<file path="src/rtl/dvp_pkg.sv">
// Shared types and default timing for the DVP capture front end.
// Imported by the input stage and the capture top.
package dvp_pkg;

  typedef enum logic [1:0] {
    IDLE,
    VSYNC,
    FRAME
  } cap_state_t;

  typedef struct packed {
    logic [4:0] r;
    logic [5:0] g;
    logic [4:0] b;
  } rgb565_t;

  localparam int DVP_H_ACTIVE = 640;
  localparam int DVP_V_ACTIVE = 480;

endpackage

</file>
<file path="src/rtl/dvp_sync_in.sv">
// DVP input register stage with href fall and vsync rise/fall pulses.
// Vsync is normalised so that 1 always means "in vertical sync".
module dvp_sync_in
  import dvp_pkg::*;
#(
  parameter bit VSYNC_POL = 1'b1
) (
  input  logic       i_clk,
  input  logic       i_rst,
  input  logic [7:0] i_pixel,
  input  logic       i_href,
  input  logic       i_vsync,
  output logic [7:0] o_byte,
  output logic       o_href,
  output logic       o_href_fall,
  output logic       o_vs_rise,
  output logic       o_vs_fall
);

  logic [7:0] r_byte;
  logic       r_href;
  logic       r_href_d;
  logic       r_vs;
  logic       r_vs_d;
  logic       w_vs_n;

  assign w_vs_n = (i_vsync == VSYNC_POL);

  always_ff @(posedge i_clk) begin
    if (i_rst) begin
      r_byte   <= '0;
      r_href   <= 1'b0;
      r_href_d <= 1'b0;
      r_vs     <= 1'b0;
      r_vs_d   <= 1'b0;
    end else begin
      r_byte   <= i_pixel;
      r_href   <= i_href;
      r_href_d <= r_href;
      r_vs     <= w_vs_n;
      r_vs_d   <= r_vs;
    end
  end

  assign o_byte      = r_byte;
  assign o_href      = r_href;
  assign o_href_fall = r_href_d & ~r_href;
  assign o_vs_rise   = r_vs & ~r_vs_d;
  assign o_vs_fall   = r_vs_d & ~r_vs;

endmodule

</file>
<file path="src/rtl/dvp_capture.sv">
// DVP byte stream to framed RGB565 pixels with SOF/EOL markers,
// frame counting and sticky line/frame length error flags.
module dvp_capture
  import dvp_pkg::*;
#(
  parameter int H_ACTIVE  = DVP_H_ACTIVE,
  parameter int V_ACTIVE  = DVP_V_ACTIVE,
  parameter bit VSYNC_POL = 1'b1,
  parameter int CNT_W     = 12
) (
  input  logic        dvp_clk,
  input  logic        rst,
  input  logic [7:0]  dvp_pixel,
  input  logic        dvp_href,
  input  logic        dvp_vsync,
  input  logic        err_clr,
  output logic [15:0] pix_data,
  output logic        pix_valid,
  output logic        pix_sof,
  output logic        pix_eol,
  output logic        frame_done,
  output logic [15:0] frame_cnt,
  output logic        err_line_len,
  output logic        err_frame_len
);

  localparam logic [CNT_W-1:0] LP_H   = CNT_W'(H_ACTIVE);
  localparam logic [CNT_W-1:0] LP_HM1 = CNT_W'(H_ACTIVE - 1);
  localparam logic [CNT_W-1:0] LP_V   = CNT_W'(V_ACTIVE);
  localparam logic [CNT_W-1:0] LP_MAX = '1;
  localparam logic [CNT_W-1:0] LP_ONE = CNT_W'(1);

  logic [7:0]       w_byte;
  logic             w_href;
  logic             w_href_fall;
  logic             w_vs_rise;
  logic             w_vs_fall;

  cap_state_t       r_state;
  logic [CNT_W-1:0] r_x;
  logic [CNT_W-1:0] r_y;
  logic             r_phase;
  logic [7:0]       r_hi;
  rgb565_t          r_pix;
  logic             r_valid;
  logic             r_sof;
  logic             r_eol;
  logic             r_done;
  logic [15:0]      r_frames;
  logic             r_err_line;
  logic             r_err_frame;

  dvp_sync_in #(
    .VSYNC_POL (VSYNC_POL)
  ) u_sync (
    .i_clk       (dvp_clk),
    .i_rst       (rst),
    .i_pixel     (dvp_pixel),
    .i_href      (dvp_href),
    .i_vsync     (dvp_vsync),
    .o_byte      (w_byte),
    .o_href      (w_href),
    .o_href_fall (w_href_fall),
    .o_vs_rise   (w_vs_rise),
    .o_vs_fall   (w_vs_fall)
  );

  always_ff @(posedge dvp_clk) begin
    if (rst) begin
      r_state     <= IDLE;
      r_x         <= '0;
      r_y         <= '0;
      r_phase     <= 1'b0;
      r_hi        <= '0;
      r_pix       <= '0;
      r_valid     <= 1'b0;
      r_sof       <= 1'b0;
      r_eol       <= 1'b0;
      r_done      <= 1'b0;
      r_frames    <= '0;
      r_err_line  <= 1'b0;
      r_err_frame <= 1'b0;
    end else begin
      r_valid <= 1'b0;
      r_sof   <= 1'b0;
      r_eol   <= 1'b0;
      r_done  <= 1'b0;
      // Clear first so a same-cycle error set below takes priority
      if (err_clr) begin
        r_err_line  <= 1'b0;
        r_err_frame <= 1'b0;
      end
      unique case (r_state)
        IDLE: begin
          if (w_vs_rise) r_state <= VSYNC;
        end
        VSYNC: begin
          if (w_vs_fall) begin
            r_state <= FRAME;
            r_x     <= '0;
            r_y     <= '0;
            r_phase <= 1'b0;
          end
        end
        FRAME: begin
          if (w_vs_rise) begin
            r_state  <= VSYNC;
            r_done   <= 1'b1;
            r_frames <= r_frames + 16'd1;
            if (r_y != LP_V) r_err_frame <= 1'b1;
            // A line still in progress is cut and never counted
            if (w_href || r_phase || (r_x != '0)) r_err_line <= 1'b1;
          end else if (w_href_fall) begin
            if ((r_y < LP_V) && (r_phase || (r_x != LP_H)))
              r_err_line <= 1'b1;
            if (r_y != LP_MAX) r_y <= r_y + LP_ONE;
            r_x     <= '0;
            r_phase <= 1'b0;
          end else if (w_href) begin
            if (!r_phase) begin
              r_hi    <= w_byte;
              r_phase <= 1'b1;
            end else begin
              r_phase <= 1'b0;
              if (r_x != LP_MAX) r_x <= r_x + LP_ONE;
              if (r_y < LP_V) begin
                if (r_x < LP_H) begin
                  r_valid <= 1'b1;
                  r_pix   <= rgb565_t'({r_hi, w_byte});
                  r_sof   <= (r_x == '0) && (r_y == '0);
                  r_eol   <= (r_x == LP_HM1);
                end else begin
                  r_err_line <= 1'b1;
                end
              end
            end
          end
        end
        default: r_state <= IDLE;
      endcase
    end
  end

  assign pix_data      = r_pix;
  assign pix_valid     = r_valid;
  assign pix_sof       = r_sof;
  assign pix_eol       = r_eol;
  assign frame_done    = r_done;
  assign frame_cnt     = r_frames;
  assign err_line_len  = r_err_line;
  assign err_frame_len = r_err_frame;

endmodule
</file>
<file path="config.mk">
export PLATFORM = sky130hd
export DESIGN_NAME = dvp_capture
export DESIGN_NICKNAME = d
export VERILOG_FILES = /design/src/rtl/dvp_pkg.sv /design/src/rtl/dvp_sync_in.sv /design/src/rtl/dvp_capture.sv
export SDC_FILE = /design/constraint.sdc
export NUM_CORES = 1
export LEC_CHECK = 0
export BUFFER_PORTS_ARGS = -buffer_cell sky130_fd_sc_hd__buf_2
export CAP_MARGIN = 10
export CORE_MARGIN = 10
export CORE_UTILIZATION = 53
export DETAILED_ROUTE_END_ITERATION = 6
export PLACE_DENSITY = 0.84
export SETUP_SLACK_MARGIN = 0.05
export SKIP_CTS_REPAIR_TIMING = 1
export SYNTH_ARGS = -nofsm -noshare
export SYNTH_HDL_FRONTEND = slang
export SYNTH_SLANG_ARGS = --single-unit
</file>
<file path="constraint.sdc">
create_clock -name dvp_clk -period 2.8 [get_ports dvp_clk]
set_input_delay 0.28 -clock dvp_clk [delete_from_list [all_inputs] [get_ports dvp_clk]]
set_output_delay 0.28 -clock dvp_clk [all_outputs]
set_load 0.01 [all_outputs]
</file>
After elaboration in Yosys (flattened, before gate mapping)
Index checks and enable logic that the tools add are counted.

word-level totals
  register bits = 85
  logic and storage cells = 109
  bits of input ports = 13
  output and inout bits = 38

cells by class
  equal/unequal tests = 15
  multiplexer cells = 36
  order comparisons = 2
  add/sub/neg operators = 3
  reduce and logical (&&, ||, !) cells = 21
  bitwise logic cells = 12

operators with widths
  kind                     count
  $mux W12                 9
  $pmux W12 S2             2
  $add A12 B1 Y12 const B  2
  $logic_not A12 Y1        2
  $ne A12 B12 Y1 const B   2
  $mux W1                  21
  $add A16 B1 Y16 const B  1
  $eq A12 B10 Y1 const B   1
  $lt A12 B10 Y1 const B   1
  $lt A12 B9 Y1 const B    1
  $ne A12 B10 Y1 const B   1
  $ne A12 B9 Y1 const B    1
  $reduce_bool A12 Y1      1
  $reduce_and A5 Y1        2
  $not A1 Y1               9
  $reduce_or A8 Y1         1
  $reduce_and A7 Y1        1
  $reduce_or A7 Y1         1
  $ne A2 B1 Y1 const B     3
  $ne A3 B2 Y1 const B     2
  $reduce_and A6 Y1        1
  $mux W2                  2
  $ne A2 B2 Y1 const B     2
  $pmux W2 S2              1
  other kinds (12)         19

Logic depth before layout (Yosys ltp)
  depth after elaboration = 8
  depth in mapped cells = 8
  depth with buffers taken out = 7

Cells and area by module
From an unflattened synthesis, not the netlist that was laid out.

second synthesis, totals
  cell total of the unflattened synthesis = 432
  area, all modules = 3,886.2 µm²

by module, submodules not included
  module       area each (µm²)  cells each  times used
  dvp_capture  3,500.9          404         1
  dvp_sync_in  385.4            28          1

Worst setup path before layout
No wires, ideal clock.

  kind = reg2reg
  from = reg r_state[0]
  to = reg r_x[4]
  buffers on the path = 2
  library setup time = 70 ps
  setup slack = 873 ps
  arrival = 1,857 ps
  clock period less this slack = 1,927 ps
  cell stages (with the launch flop) = 9
  path through = dfxtp_1 > inv_1 > ha_1 > buf_2 > and2_1 > a211o_1 > buf_6 > or3_1 > a21oi_1

on the way
  longest elaborated chain between the ends = 3
  elaborated cells between the ends (all ways) = 10
  classes of those cells = 7 x eq/ne; 1 x mux; 2 x reduce/logical

ends and longest elaborated chain
  item                                                  RTL line            text
  start, declared                                       dvp_capture.sv:39   cap_state_t r_state;
  start signal, assigned                                dvp_capture.sv:70   r_state <= IDLE;
  start signal, assigned                                dvp_capture.sv:95   if (w_vs_rise) r_state <= VSYNC;
  start signal, assigned                                dvp_capture.sv:99   r_state <= FRAME;
  $eq A2 B2 Y1 / $eq A2 B1 Y1 (equally long branches)   dvp_capture.sv:93   unique case (r_state)
  $ne A3 B1 Y1 (no line), or another cell as far along  n/a
  $reduce_and A6 Y1 (no line)                           n/a
  end signal, assigned                                  dvp_capture.sv:125  if (r_x != LP_MAX) r_x <= r_x + LP_ONE;
  end, declared                                         dvp_capture.sv:40   logic [CNT_W-1:0] r_x;

Parallel ways exist; a longest one is shown, timed or not.
A chain may end at the register's enable or synchronous reset.

Final worst setup path
  from = reg r_state[0]
  to = reg r_x[5]

Same word-level chain as after synthesis.

==> results.json <==
{
  "status": "completed",
  "met1Wirelength_mm": 3.567,
  "max_cap_viol_count": 0,
  "clock_sinks": 85,
  "r2r_setup_slack_ns": 0.50,
  "synthTopCellsByArea": "dfxtp_1 (45%), nand2_1 (5.4%), a21oi_1 (4.6%), nor2_1 (4.2%), xnor2_1 (4.1%)",
  "yosys.area.top_type": "dfxtp_1",
  "rows": 30,
  "die_x_um": 104.7,
  "rr_startpoint": "r_state[0]",
  "whs_endpoint": "u_sync.o_byte[4]",
  "io_buffers": 50,
  "drive_above_1_share_pct": 16.77,
  "reg2reg_depth": 7,
  "fmaxAchievable_ghz": 0.4347,
  "cts_buffer_depth": 2,
  "reg2reg_to": "r_x[5]",
  "setup_viol": 0,
  "startpoint_type": "register",
  "rsz0062_at_grt": "false",
  "ys_ff_latch": 85,
  "synth_common_cells": "dfxtp_1 (85), nand2_1 (55), nor2_1 (43), a21oi_1 (35), xnor2_1 (18)",
  "clk_pin_slew_ns": 0.09,
  "synth_top_area_share_pct": 44.77,
  "tightest_slew_ns": 0.7204,
  "syn-num-nets": 457,
  "grt_use_total_pct": 15.03,
  "utilization_pct": 62.82,
  "dr_wl_met2_mm": 4.039,
  "via_per_inst": 5.558,
  "first_pass_iters": 5,
  "wl_per_cell_um": 14.49,
  "area_growth_pct": 13.53,
  "critPathCaptureType": "register",
  "finalCritPeriodShare_pct": 82.17,
  "hold_viol": 0,
  "syn_avg_cell_area_um2": 8.718,
  "vias": 3218,
  "dp.final_hpwl_mm": 6.058,
  "wirelength_mm": 8.392,
  "ys_async_sr_fraction_pct": 0,
  "syn_inst": 436,
  "path_max_fanout": 16,
  "fillers": 588,
  "ios": 51,
  "netlist_area_um2": 3801,
  "gr-total-overflow": 0,
  "ys_seq_area_share_pct": 44.77,
  "ant_nets": 0,
  "synth-edff-count": 0,
  "critPathKind": "register to register",
  "fin_crit_ns": 2.301,
  "hp-start": "dvp_pixel[4]",
  "start_util_pct": 55.34,
  "drv_slew": 0,
  "yosysWarnings": 0,
  "layout.nets": 500,
  "core_um2": 6869,
  "drtIter0Drc": 292,
  "synthFlopType": "dfxtp_1",
  "fin_skew_ns": 0.01298,
  "yosysMostFrequentCell": "dfxtp_1",
  "dieArea_um2": 10960,
  "clk-insertion-delay-late_ns": 0.36,
  "die_y_um": 104.7,
  "critical_path_arrival_ns": 2.59,
  "cts_root_buffer": "clkbuf_8",
  "ir_drop_mv": 0.2799,
  "n_antenna_cell": 0,
  "highest_layer": "met4",
  "maxSlewHeadroom_pct": 51.97,
  "p_leak_nw": 1.592,
  "routabilityCongestion": 0.8616,
  "grt_max_degree": 41,
  "worstPathRequired_ns": 3.08,
  "grt_pass1_vias": 3078,
  "power.density_nw_per_um2": 525.6,
  "synthDistinctLibCells": 53,
  "cts_made_buffers": 9,
  "wl_met3_um": 618,
  "tns_ns": 0,
  "grt_pass1_wl_mm": 14.21,
  "antenna_found_initial": 0,
  "hold_path.class": "input port to register",
  "cts_tree": "yes",
  "holdPathStages": 2,
  "drc": 0,
  "htreeDepth": 3
}
## state kept, by name, indices dropped and copies added, names as in the netlist
register / count
frame_cnt: 16
u_sync.r_vs_d: 1
r_x: 12
r_state: 2
err_line_len: 1
r_hi: 8
u_sync.o_byte: 8
u_sync.r_href_d: 1
r_phase: 1
r_y: 12
err_frame_len: 1
u_sync.r_vs: 1
frame_done: 1
pix_eol: 1
u_sync.o_href: 1
pix_valid: 1
pix_data: 16
pix_sof: 1
## final cells by class
| type | instances | area (um2) | area share [%] |
|---|---|---|---|
| multi-input combinational | 314 | 1944 | 45.06 |
| sequential | 85 | 1702 | 39.43 |
| timing repair buffer | 54 | 280.3 | 6.495 |
| clock buffer | 10 | 127.6 | 2.957 |
| tap | 96 | 120.1 | 2.783 |
| clock inverter | 5 | 85.08 | 1.972 |
| inverter | 15 | 56.30 | 1.305 |
## worst max-delay path by stage
stage | endpoint | start
final | r_x[5] | r_state[0]
after detailed placement | r_x[5] | r_state[0]
after CTS | r_x[5] | r_state[0]
after global placement | r_x[5] | r_state[0]
after floorplan | r_x[4] | r_state[0]
after global routing | r_x[5] | r_state[0]
## layout by cell type, fill, tap and decap left out, types with 3 or more instances in the layout
cell type	count
a21oi_1	35
a31oi_1	3
and2_1	5
and3_1	4
and4_1	3
buf_2	50
buf_4	4
clkbuf_8	9
dfxtp_1	85
ha_1	8
inv_1	15
mux2i_1	12
nand2_1	55
nand2b_1	3
nand3_1	17
nand4_1	9
nor2_1	43
nor2b_1	12
nor3_1	10
nor3_2	4
nor4_1	9
o21ai_0	13
or3_1	14
or4_1	5
xnor2_1	18
## report_power, final
| part | leakage [nW] | switching (mW) | internal (mW) |
|---|---|---|---|
| Clock | 0.103 | 0.448 | 0.503 |
| Combinational | 0.801 | 0.0554 | 0.0316 |
| Sequential | 0.688 | 0.0106 | 1.22 |
## critical path, stage by stage, from the launching register on
cell,delay [ns]
dfxtp_1,0.36
inv_1,0.07
ha_1,0.36
nand3b_4,0.20
o211ai_4,0.20
a211o_1,0.44
or4_1,0.43
a21oi_1,0.16
## through the flow
step	setup WS, ns	instances	hold WS, ns	power, mW	instance area [um2]
5_1_grt	0.3550	579	0.1239	2.342	4315
3_5_place_dp	0.5330	564	0.4428	1.344	4103
4_1_cts	0.5092	579	0.1236	2.281	4315
6_report	0.4993	579	0.1286	2.268	4315
3_3_place_gp	0.6430	564	0.4356	1.341	4103
2_1_floorplan	0.8729	436	0.4082	1.321	3801
## kinds of logic after synthesis
logic type / share of synthesized area, %
and+or+nand+nor: 29.20
DFF: 44.77
AOI/OAI and AO/OA: 11.55
buffers and inverters: 4.081
xor gates and xnor gates: 4.608
muxes: 3.160
adders and majority gates: 2.633
## layer usage
metal / up-vias / global-route usage (%)
met5: - / 0
met4: 0 / 5.588
met3: 18 / 4.730
met2: 93 / 25.29
met1: 1512 / 17.51
li1: 1595 / -
Note: power is estimated with default switching activity, not from simulation.
